==> src/rtl/vga_display_top.sv <==
// 640x480@60 VGA test-pattern generator: clock divider, raster counters, sync and pattern logic.
// Latency: h_sync/v_sync/rgb lag the raster counters by exactly one pixel (one pix_en edge).
// Backpressure: none; the raster free-runs, and sw is sampled only at frame start.
module vga_display_top #(
    parameter int H_VISIBLE = 640,
    parameter int H_FRONT   = 16,
    parameter int H_SYNC    = 96,
    parameter int H_BACK    = 48,
    parameter int V_VISIBLE = 480,
    parameter int V_FRONT   = 10,
    parameter int V_SYNC    = 2,
    parameter int V_BACK    = 33,
    parameter int CLK_DIV   = 4
) (
    input  logic        clk,
    input  logic        rst,
    input  logic [2:0]  sw,
    output logic        h_sync,
    output logic        v_sync,
    output logic [11:0] rgb,
    output logic        led_rst
);

    localparam int H_TOTAL  = H_VISIBLE + H_FRONT + H_SYNC + H_BACK;
    localparam int V_TOTAL  = V_VISIBLE + V_FRONT + V_SYNC + V_BACK;
    localparam int HS_FIRST = H_VISIBLE + H_FRONT;
    localparam int HS_LAST  = HS_FIRST + H_SYNC - 1;
    localparam int VS_FIRST = V_VISIBLE + V_FRONT;
    localparam int VS_LAST  = VS_FIRST + V_SYNC - 1;
    localparam int HW       = $clog2(H_TOTAL);
    localparam int VW       = $clog2(V_TOTAL);
    localparam int DW       = $clog2(CLK_DIV);
    localparam int BAR_W    = H_VISIBLE / 8;
    localparam int BAR_H    = V_VISIBLE / 8;

    logic [DW-1:0] div;
    logic          pix_en;
    logic [HW-1:0] h_cnt;
    logic [VW-1:0] v_cnt;
    logic [2:0]    sw_meta;
    logic [2:0]    sw_sync;
    logic [2:0]    pat_sel;
    logic [2:0]    sel_now;
    logic          frame_start;
    logic          active;
    logic [2:0]    h_bar;
    logic [2:0]    v_bar;
    logic [11:0]   pat_rgb;

    // Shared colour order for both bar patterns, index 0 at left/top.
    function automatic logic [11:0] bar_colour(input logic [2:0] idx);
        case (idx)
            3'd0:    bar_colour = 12'hFFF;
            3'd1:    bar_colour = 12'hFF0;
            3'd2:    bar_colour = 12'h0FF;
            3'd3:    bar_colour = 12'h0F0;
            3'd4:    bar_colour = 12'hF0F;
            3'd5:    bar_colour = 12'hF00;
            3'd6:    bar_colour = 12'h00F;
            default: bar_colour = 12'h000;
        endcase
    endfunction

    assign pix_en      = (int'(div) == CLK_DIV - 1);
    assign frame_start = (h_cnt == '0) && (v_cnt == '0);
    assign active      = (int'(h_cnt) < H_VISIBLE) && (int'(v_cnt) < V_VISIBLE);
    // The frame's first pixel already uses the newly latched selection.
    assign sel_now     = frame_start ? sw_sync : pat_sel;
    assign led_rst     = rst;

    // Pixel-rate divider: one pix_en pulse every CLK_DIV system clocks.
    always_ff @(posedge clk) begin
        if (rst)         div <= '0;
        else if (pix_en) div <= '0;
        else             div <= div + 1'b1;
    end

    // Raster counters: h wraps at line end and carries into v.
    always_ff @(posedge clk) begin
        if (rst) begin
            h_cnt <= '0;
            v_cnt <= '0;
        end else if (pix_en) begin
            if (int'(h_cnt) == H_TOTAL - 1) begin
                h_cnt <= '0;
                if (int'(v_cnt) == V_TOTAL - 1) v_cnt <= '0;
                else                            v_cnt <= v_cnt + 1'b1;
            end else begin
                h_cnt <= h_cnt + 1'b1;
            end
        end
    end

    // Two-flop synchronizer for the asynchronous slide switches.
    always_ff @(posedge clk) begin
        if (rst) begin
            sw_meta <= '0;
            sw_sync <= '0;
        end else begin
            sw_meta <= sw;
            sw_sync <= sw_meta;
        end
    end

    // Pattern colour for the current (pre-increment) raster position.
    always_comb begin
        h_bar   = '0;
        v_bar   = '0;
        pat_rgb = 12'h000;
        for (int i = 1; i < 8; i++) begin
            if (int'(h_cnt) >= i * BAR_W) h_bar = 3'(i);
            if (int'(v_cnt) >= i * BAR_H) v_bar = 3'(i);
        end
        case (sel_now)
            3'd0: pat_rgb = 12'h000;
            3'd1: pat_rgb = 12'hFFF;
            3'd2: pat_rgb = bar_colour(h_bar);
            3'd3: pat_rgb = bar_colour(v_bar);
            3'd4: pat_rgb = (h_cnt[5] ^ v_cnt[5]) ? 12'h000 : 12'hFFF;
            3'd5: pat_rgb = 12'hF00;
            3'd6: pat_rgb = 12'h0F0;
            3'd7: pat_rgb = 12'h00F;
            default: pat_rgb = 12'h000;
        endcase
    end

    // Output registers and frame-start pattern latch, all on the same pix_en edge.
    always_ff @(posedge clk) begin
        if (rst) begin
            h_sync  <= 1'b1;
            v_sync  <= 1'b1;
            rgb     <= 12'h000;
            pat_sel <= '0;
        end else if (pix_en) begin
            h_sync <= !((int'(h_cnt) >= HS_FIRST) && (int'(h_cnt) <= HS_LAST));
            v_sync <= !((int'(v_cnt) >= VS_FIRST) && (int'(v_cnt) <= VS_LAST));
            rgb    <= active ? pat_rgb : 12'h000;
            if (frame_start) pat_sel <= sw_sync;
        end
    end

endmodule

==> config.mk <==
export PLATFORM = sky130hd
export DESIGN_NAME = vga_display_top
export DESIGN_NICKNAME = d
export VERILOG_FILES = /design/src/rtl/vga_display_top.sv
export SDC_FILE = /design/constraint.sdc
export NUM_CORES = 1
export LEC_CHECK = 0
export CAP_MARGIN = 10
export CORE_ASPECT_RATIO = 1.2
export CORE_MARGIN = 2
export CORE_UTILIZATION = 55
export DETAILED_ROUTE_END_ITERATION = 10
export GPL_ROUTABILITY_DRIVEN = 0
export PLACE_DENSITY = 0.77
export SLEW_MARGIN = 20
export SYNTH_ARGS = -nofsm -noshare
export SYNTH_HDL_FRONTEND = slang
export SYNTH_SLANG_ARGS = --single-unit
==> constraint.sdc <==
create_clock -name clk -period 6 [get_ports clk]
set_input_delay 0.6 -clock clk [delete_from_list [all_inputs] [get_ports clk]]
set_output_delay 0.6 -clock clk [all_outputs]
set_load 0.05 [all_outputs]
# == Word-level counts from Yosys, hierarchy flattened ==
# Cells that the tools add are included.
# word_totals
ff_bits,45
in_bits,5
output_inout_bits,15
word_cells,90
# classes
n_addsub,3
magnitude_cmp,20
n_eq_ne,22
mux,22
bitwise_logic,1
n_reduce_logical,13
# ops
cell,n
$pmux W12 S7,2
$pmux W12 S8,1
$ge A10 B9 Y1 const B,7
$ge A10 B8 Y1 const B,4
$mux W3,13
$eq A3 B3 Y1 const B,10
$mux W12,2
$add A10 B1 Y10 const B,2
$ge A10 B10 Y1 const B,2
$ge A10 B7 Y1 const B,2
$logic_not A10 Y1,2
$mux W10,2
$eq A3 B2 Y1 const B,6
$eq A10 B10 Y1 const B,1
$eq A10 B9 Y1 const B,1
$ge A10 B6 Y1 const B,1
$le A10 B10 Y1 const B,1
$le A10 B9 Y1 const B,1
$lt A10 B10 Y1 const B,1
$lt A10 B9 Y1 const B,1
$eq A3 B1 Y1 const B,3
$logic_not A3 Y1,3
$logic_and A1 B1 Y1,4
$add A2 B1 Y2 const B,1
other kinds (6),8

# == Longest topological paths before layout ==
# Gate-level depths: netlist of run 1.
# logic_depth
ltp_word,12
depth_mapped,8
mapped_depth_nobuf,8

# == Worst setup path before layout of run 1 ==
# No wires, ideal clock.
# synth_path
path_kind,register to register
startpoint,register h_cnt[0]
endpoint,register v_cnt[9]
setup_ns,0.070
arrival_ns,1.825
required_time_ns,5.930
slack_ns,4.105
stages_incl_launch_ff,8
n_path_buf,1
period_less_slack_ns,1.895
path_cell_list,dfxtp_1 -> ha_1 -> nand4_1 -> nor4_2 -> buf_4 -> nand4_1 -> or3_1 -> a21oi_1
# synth_via
elab_chain_cells,2
# synth_lines
element,line_no,rtl
start: declaration,38,logic [HW-1:0] h_cnt;
start signal: assignment,89,h_cnt <= h_cnt + 1'b1;
$eq A10 B9 Y1,84,if (int'(h_cnt) == H_TOTAL - 1) begin
$reduce_and A2 Y1 (no source line),-,
end signal: assignment,87,else v_cnt <= v_cnt + 1'b1;
end: declaration,39,logic [VW-1:0] v_cnt;
# No other way between the ends.
# A chain may end at the register's enable or synchronous reset.

# == Final worst setup path of run 1 ==
# layout_path
startpoint,input rst
endpoint,output led_rst
# layout_rtl
element,line_no,rtl
start: declaration,16,"input logic rst,"
end: declaration,21,output logic led_rst
# No word-level cell between the ends.

==> results of run 1 <==
-- cells in the mapped netlist (3+ instances only) --
master	n
a211oi_1	3
o21a_1	3
xnor2_1	7
or2_2	3
and2_1	3
a21oi_1	10
buf_4	11
ha_1	5
nand2_1	20
or3_1	7
inv_1	6
dfxtp_1	36
o21ai_0	14
nand4_1	6
nand3_1	9
xor2_1	10
nor4_1	3
or4_1	3
a211o_1	3
clkbuf_1	14
mux2i_1	8
nand2b_1	10
nor2_1	37
nor2b_1	14
-- area by class of cell --
type	instances	area [sq um]
Clock inverter	3	23.77
Sequential cell	36	720.7
Timing Repair Buffer	19	190.2
Inverter	6	22.52
Tap cell	54	67.56
Clock buffer	5	68.82
Fill cell	359	1495
Multi-Input combinational cell	212	1384
-- cell families (layout without fill, tap and decap cells) --
logic type	count (synthesis)	after routing
buffers and inverters	35	33
muxes	9	9
and+or+nand+nor	130	130
DFF	36	36
AOI/OAI and AO/OA	51	51
xor gates and xnor gates	17	17
adders and majority gates	5	5
-- layer usage --
metal,up-vias,part of all wire [%],wire (microns)
li1,975,-,-
met1,880,44,2007
met2,48,49,2227
met3,9,4.1,185
met4,0,2.1,95
met5,-,0,0
-- path summary, 6_finish.rpt --
kind / startpoint / slack [ps] / endpoint
worst min-delay path: div[0]$_SDFF_PP0_ / 420 / div[0]$_SDFF_PP0_
worst max-delay path: rst / 2910 / led_rst
worst max register to register: div[0]$_SDFF_PP0_ / 3130 / v_cnt[8]$_SDFFE_PP0P_
worst min register to register: div[0]$_SDFF_PP0_ / 420 / div[0]$_SDFF_PP0_
-- power by group --
part / internal, mW / switching (mW) / total, mW
sequential: 0.244 / 0.00482 / 0.249
clock: 0.0821 / 0.0925 / 0.175
combinational: 0.0192 / 0.0246 / 0.0438
-- registers in the layout, indices dropped and copies added, names as in the netlist --
name     count
div          2
h_cnt       10
h_sync       1
pat_sel      3
rgb          3
sw_meta      3
sw_sync      3
v_cnt       10
v_sync       1
==> Implementation_results.wiki, run 1 <==
{| class="wikitable"
! Metric !! Value
|-
| Post-synthesis instance area || about 2300 sq um
|-
| Leak Pwr || just under 1 nW
|-
| Initial core utilization || between 50 and 60%
|-
| Number of nets in the final layout || between 200 and 300
|-
| Filler-free cell count of the finished design || between 300 and 400
|-
| Critical Path, Cell by Cell || clkdlybuf4s50_1, clkdlybuf4s50_1
|-
| Iteration count of the initial detailed-routing pass || 4
|-
| DP Worst Slack || between 2000 and 3000 ps
|-
| Count of flip-flops with a built-in enable after synthesis || 0
|-
| Post-synth top area share || a little under a third
|-
| Complex-gate fraction of the synthesized area || between 10% and 20%
|-
| Power per cell area || approximately 190 nW/um^2
|-
| Arrival time of the worst setup path || between 2000 and 2500 ps
|-
| Hold Violations, Final || 0
|-
| Most common cell after layout, fill and taps aside || nor2_1
|-
| Fraction of layout cells with a size suffix above 1 || around 6.8%
|-
| Maximum number of pins on one net before global-route repair || 23
|-
| # rows || 25
|-
| Reg clk slew, reported paths || ~70 ps
|-
| CP max FO || 22
|-
| Part of the cycle the worst path needs || roughly half
|-
| Worst-margin pin slew || ~800 ps
|-
| Via-per-instance ratio || roughly 5.7
|-
| Synth area leaders || dfxtp_1 (32%), nor2_1 (6.1%), nor2b_1 (3.8%)
|-
| Number of cells on the critical path || 2
|-
| Cell count after placement || between 300 and 400
|-
| Via count of the routed design || 1912
|-
| Count of buffers from port buffering || 19
|-
| Depth of the worst register-to-register path || 6
|-
| Overall overflow remaining after global route || 0
|-
| Residual DRC count || 0
|-
| Clock skew after layout || about 4.7 ps
|-
| Ys async rst share || 0%
|-
| First-pass GRT wire length || ~7.6 mm
|-
| Type of the worst setup path || in -> out
|-
| Worst Setup Slack, final || roughly 3000 ps
|-
| Nets in the synthesized netlist || 293
|-
| Yosys Warn Count || 0
|-
| Post-place instance area || 2385 sq um
|-
| Final core occ || between 60% and 70%
|-
| CTS hold repair buffers || 0
|-
| Clock buffer count from CTS || 5
|-
| Final routed wire length divided by cell count || approximately 13 microns
|-
| Global-route track usage on met2 || 36.64%
|-
| Instance count along the most critical hold path || 1
|-
| Setup crit start kind || input pin
|-
| Family of cells with the greatest summed delay on the critical path || buffers and inverters
|-
| Post-synthesis share of cell area spent on full adders, half adders and majority gates || under 10%
|-
| Buffer depth of the longest clock path || 2
|-
| GRT met1 Usage || 24.34%
|-
| Distinct cell type count after synthesis || 56
|-
| Xor and xnor fraction of the mapped netlist area || between 6 and 7%
|-
| Worst Path Required || 5400 ps
|-
| Buffer count from post-CTS setup fixing || 0
|-
| Layout Cell Area excl Fill || between 2000 and 2500 sq um
|-
| Cell type contributing the most total cell area after synthesis || dfxtp_1
|-
| Post-DP HPWL || roughly 3.3 mm
|-
| Commonest cells after routing, fill and taps aside || nor2_1 (37), dfxtp_1 (36), nand2_1 (20)
|-
| Combinational family with the most area after synthesis || simple AND/OR/NAND/NOR gates
|-
| DRC marker count from the first detailed-route iteration || 68
|-
| Num Clock Sinks || 36
|-
| Diode count || 0
|-
| Max IR drop VDD || ~170 uV
|-
| Worst max-slew margin expressed relative to the limit || 44.89%
|-
| Worst path max stage delay || ~950 ps
|-
| Full die area || about 4700 sq um
|-
| Signed area change from the synthesized netlist to the final layout || 8.315%
|-
| Setup repair after global routing missed its margin || no
|-
| Total power consumption of the routed design || 0.4672 mW
|-
| Total setup violations reported at the end of the flow || 0
|-
| Die Width || about 63 microns
|-
| Worst hold path class || reg -> reg
|-
| Post-Route Hold Slack || around 420 ps
|-
| Vertical die dimension || between 70 and 80 microns
|-
| Sum Neg Setup Slack || 0 ps
|-
| Met3 capacity usage during global routing || 3.587%
|-
| Number of cells upsized or downsized after cts || 0
|-
| Mux share of post-synthesis cell area || under 10%
|-
| Run status || complete, no violations
|-
| Kind of capture point of the worst setup path || output pin
|-
| Cell with the most instances on the worst path || clkdlybuf4s50_1
|-
| Number of instances in the synthesized netlist || roughly 280
|-
| Post-synthesis share of cell area spent on and, or, nand and nor gates || between 30% and 40%
|-
| Number of global-route vias before repair || around 1.8k
|-
| Number of antenna violations at the first check in global routing || 0
|-
| Antenna violation net count after detailed routing || 0
|-
| Post-Syn Area per Cell || 8.082 sq um
|-
| Buffers & Inverters on Critical Path || 2
|-
| Max Slew Vio Count || 0
|-
| Worst-path cell with the longest stage delay || clkdlybuf4s50_1
|-
| Sequential-to-total area share from yosys stat || roughly a third
|-
| Global-route total usage across every layer || between 20% and 30%
|-
| Level count of the clock H-tree || 2
|-
| Insertion delay of the later-clocked pin in the worst-skew pair || about 290 ps
|-
| Detailed-route wire length || 4.515 mm
|-
| Standard cell core area || ~4000 sq um
|-
| Min Clock Period, post-route || 3087 ps
|-
| Top-level I/O count || 20
|-
| Top FF cell, synth || dfxtp_1
|-
| Highest attainable clock frequency || 323.9 MHz
|-
| Count of maximum capacitance violations || 0
|-
| CTS tree || built
|-
| Register bit count reported by yosys || 36
|-
| Library cell used as clock root buffer || clkbuf_8
|-
| Most Crowded Layer GR || met2
|}
Power figures use the tool's default switching activity.
==> run 2: changes to the inputs <==
--- a/config.mk
+++ b/config.mk
@@ -8,10 +8,10 @@
 export CAP_MARGIN = 10
 export CORE_ASPECT_RATIO = 1.2
 export CORE_MARGIN = 2
-export CORE_UTILIZATION = 55
+export CORE_UTILIZATION = 52
 export DETAILED_ROUTE_END_ITERATION = 10
 export GPL_ROUTABILITY_DRIVEN = 0
-export PLACE_DENSITY = 0.77
+export PLACE_DENSITY = 0.76
 export SLEW_MARGIN = 20
 export SYNTH_ARGS = -nofsm -noshare
 export SYNTH_HDL_FRONTEND = slang
==> constraint.sdc (replaced) <==
create_clock -name clk -period 2.7 [get_ports clk]
set_input_delay 0.27 -clock clk [delete_from_list [all_inputs] [get_ports clk]]
set_output_delay 0.27 -clock clk [all_outputs]
set_load 0.05 [all_outputs]
==> run 2 against run 1 <==
  * Critical path type is now reg -> reg
  * Critical endpoint is now rgb[3]$_SDFFE_PP0P_
  * Sequential share of layout area down 0.43 points
  * Cell count up 1.5%
  * Utilization down 2.9 points
==> Implementation_results.wiki, run 2 (synthesis gave the netlist of run 1 again) <==
{| class="wikitable"
! Metric !! Value
|-
| Top-level I/O count || 20 (unchanged)
|-
| Global-route track usage on met2 || 35.52% (was 36.64%)
|-
| Detailed-route wire length || 4.853 mm (was 4.515 mm)
|-
| Part of the cycle the worst path needs || 76.55%
|-
| Final routed wire length divided by cell count || 14.27 microns (was 13.48 microns)
|-
| Die Width || 64.54 microns (was 62.87 microns)
|-
| Worst Min Path Start || div[0]$_SDFF_PP0_ (unchanged)
|-
| CP max FO || 13 (was 22)
|-
| Diode count || 0 (unchanged)
|-
| Layout Cell Area excl Fill || 2515 sq um (was 2477 sq um)
|-
| Filler cell count || 397 (was 359)
|-
| Setup repair after global routing missed its margin || no (unchanged)
|-
| Part of the total power dissipated in the clock network || 41.4% (was 37.4%)
|-
| Arrival time of the worst setup path || 2290 ps (was 2490 ps)
|-
| First-pass GRT wire length || 8.438 mm (was 7.631 mm)
|-
| DP Worst Slack || 652.7 ps (was 2913 ps)
|-
| Most Crowded Layer GR || met2 (unchanged)
|-
| Fraction of power consumed by sequential logic || 49.6% (was 53.2%)
|-
| Power per cell area || 444.0 nW/um^2 (was 188.6 nW/um^2)
|-
| Global-route total usage across every layer || 21.37% (was 20.33%)
|-
| Reg-to-reg startpoint || v_cnt[5]$_SDFFE_PP0P_ (was div[0]$_SDFF_PP0_)
|-
| Run status || complete, no violations (unchanged)
|-
| Count of maximum capacitance violations || 0 (unchanged)
|-
| Vertical die dimension || 76.65 microns (was 74.64 microns)
|-
| Kind of capture point of the worst setup path || flip-flop (was output pin)
|-
| Post-Route Hold Slack || 427.5 ps (was 424.9 ps)
|-
| Buffer depth of the longest clock path || 2 (unchanged)
|-
| Post-place instance area || 2407 sq um (was 2385 sq um)
|-
| Switching share of power || 22.96% (was 26.11%)
|-
| Depth of the worst register-to-register path || 6 (unchanged)
|-
| Filler-free cell count of the finished design || 340 (was 335)
|-
| Min Clock Period, post-route || between 2000 and 2500 ps
|-
| Total setup violations reported at the end of the flow || 0 (unchanged)
|-
| Number of antenna violations at the first check in global routing || 0 (unchanged)
|-
| Maximum number of pins on one net before global-route repair || 22 (was 23)
|-
| Max Slew Vio Count || 0 (unchanged)
|-
| Standard cell core area || 4229 sq um (was 3973 sq um)
|-
| Instance count along the most critical hold path || 1 (unchanged)
|-
| Worst hold path class || reg -> reg (unchanged)
|-
| End of the worst register-to-register path || rgb[3]$_SDFFE_PP0P_ (was v_cnt[8]$_SDFFE_PP0P_)
|-
| Fraction of layout cells with a size suffix above 1 || 7.746% (was 6.762%)
|-
| Total power consumption of the routed design || 1.117 mW (was 0.4672 mW)
|-
| Number of nets in the final layout || 293 (was 290)
|-
| Most common cell after layout, fill and taps aside || nor2_1 (unchanged)
|-
| Count of buffers from port buffering || 19 (unchanged)
|-
| Number of global-route vias before repair || 1794 (was 1752)
|-
| Cell count after placement || 332 (was 327)
|-
| Internal portion of total power || 0.8603 mW (was 0.3452 mW)
|-
| GRT met1 Usage || 27.37% (was 24.34%)
|-
| Sum Neg Setup Slack || 0 ps (unchanged)
|-
| Clock skew after layout || 5.017 ps (was 4.744 ps)
|-
| Via-per-instance ratio || 5.656 (was 5.707)
|-
| Commonest cells after routing, fill and taps aside || nor2_1 (37), dfxtp_1 (36), nand2_1 (20) (unchanged)
|-
| Type of the worst setup path || reg -> reg (was in -> out)
|-
| Largest registers in the final layout || h_cnt x10, v_cnt x10 (unchanged)
|-
| Residual DRC count || 0 (unchanged)
|-
| Initial core utilization || 54.08% (was 57.57%)
|-
| Max IR drop VDD || 425.0 uV (was 171.6 uV)
|-
| CTS tree || built (unchanged)
|-
| Worst Path Required || 2920 ps (was 5400 ps)
|-
| Combinational share of power || 9.0% (was 9.4%)
|-
| Worst-margin pin slew || 596.1 ps (was 819.9 ps)
|-
| Library cell used as clock root buffer || clkbuf_8 (unchanged)
|-
| Reg clk slew, reported paths || 70 ps (about the same)
|-
| Signed area change from the synthesized netlist to the final layout || 9.956% (was 8.315%)
|-
| Full die area || 4947 sq um (was 4693 sq um)
|-
| Num Clock Sinks || 36 (unchanged)
|-
| Iteration count of the initial detailed-routing pass || 4 (unchanged)
|-
| Post-DP HPWL || 3.409 mm (was 3.270 mm)
|-
| Highest attainable clock frequency || between 400 and 500 MHz
|-
| Antenna violation net count after detailed routing || 0 (unchanged)
|-
| Setup crit start kind || flip-flop (was input pin)
|-
| Hold Violations, Final || 0 (unchanged)
|-
| Met3 capacity usage during global routing || 3.519% (was 3.587%)
|-
| Number of cells upsized or downsized after cts || 0 (unchanged)
|-
| # rows || 26 (was 25)
|-
| Level count of the clock H-tree || 2 (unchanged)
|-
| Final core occ || 59.47% (was 62.36%)
|-
| Buffer count from post-CTS setup fixing || 0 (unchanged)
|-
| Terminating pin of the worst hold path || div[0]$_SDFF_PP0_ (unchanged)
|-
| Clock buffer count from CTS || 5 (unchanged)
|-
| Switching pwr || 0.2563 mW (was 0.1220 mW)
|-
| Worst Setup Slack, final || 633.2 ps (was 2913 ps)
|-
| CTS hold repair buffers || 0 (unchanged)
|-
| Flop-to-flop setup slack || 630 ps (was 3130 ps)
|-
| Insertion delay of the later-clocked pin in the worst-skew pair || 290 ps (about the same)
|-
| DRC marker count from the first detailed-route iteration || 98 (was 68)
|-
| Worst max-slew margin expressed relative to the limit || 60.21% (was 44.89%)
|-
| Leak Pwr || 1.005 nW (was 0.9734 nW)
|-
| Overall overflow remaining after global route || 0 (unchanged)
|-
| Via count of the routed design || 1923 (was 1912)
|}
run 2: cell types whose count changed in the layout (fill, tap and decap cells not counted):
cell             delta
buf_4               +4
clkbuf_1            +1
clkdlybuf4s50_1     -1
clkinv_2            +1
clkinvlp_4          -2
bufinv_16           +1
clkinv_4            -1
run 2: final cells by class:
class / count / area, sq um / share of cell area (%)
Multi-Input combinational cell: 212 / 1384 / 55.03
Clock inverter: 2 / 35.03 / 1.393
Sequential cell: 36 / 720.7 / 28.66
Inverter: 6 / 22.52 / 0.8955
Tap cell: 56 / 70.07 / 2.786
Clock buffer: 6 / 72.57 / 2.886
Timing Repair Buffer: 22 / 210.2 / 8.358
run 2: how the worst max path moves through the flow:
| stage | cells after the start | endpoint | start |
|---|---|---|---|
| final | 6 | rgb[3]$_SDFFE_PP0P_ | v_cnt[5]$_SDFFE_PP0P_ |
| after detailed placement | 6 | rgb[3]$_SDFFE_PP0P_ | v_cnt[5]$_SDFFE_PP0P_ |
| after floorplan | 7 | v_cnt[9]$_SDFFE_PP0P_ | h_cnt[0]$_SDFFE_PP0P_ |
| after global routing | 6 | rgb[3]$_SDFFE_PP0P_ | v_cnt[5]$_SDFFE_PP0P_ |
| after CTS | 6 | rgb[3]$_SDFFE_PP0P_ | v_cnt[5]$_SDFFE_PP0P_ |
| after global placement | 6 | rgb[3]$_SDFFE_PP0P_ | v_cnt[5]$_SDFFE_PP0P_ |
run 2: worst max-delay path, cell delays in order (launching register included):
cell	delay [ps]
dfxtp_1	500
nor4_4	350
nand4_4	190
nor2_8	170
o21ai_1	150
or4_1	540
o211ai_1	100
run 2: layer usage:
metal	wire, microns	up-vias
li1	-	976
met1	2176	898
met2	2413	41
met3	159	8
met4	104	0
met5	0	-
run 2: power groups by stage:
| stage | clock [mW] | sequential, mW | combinational (mW) |
|---|---|---|---|
| final | 0.463 | 0.553 | 0.101 |
| after global routing | 0.499 | 0.555 | 0.109 |
| after CTS | 0.473 | 0.553 | 0.101 |
| after detailed placement | 0 | 0.566 | 0.100 |
| after global placement | 0 | 0.565 | 0.0994 |
| after floorplan | 0 | 0.563 | 0.0773 |
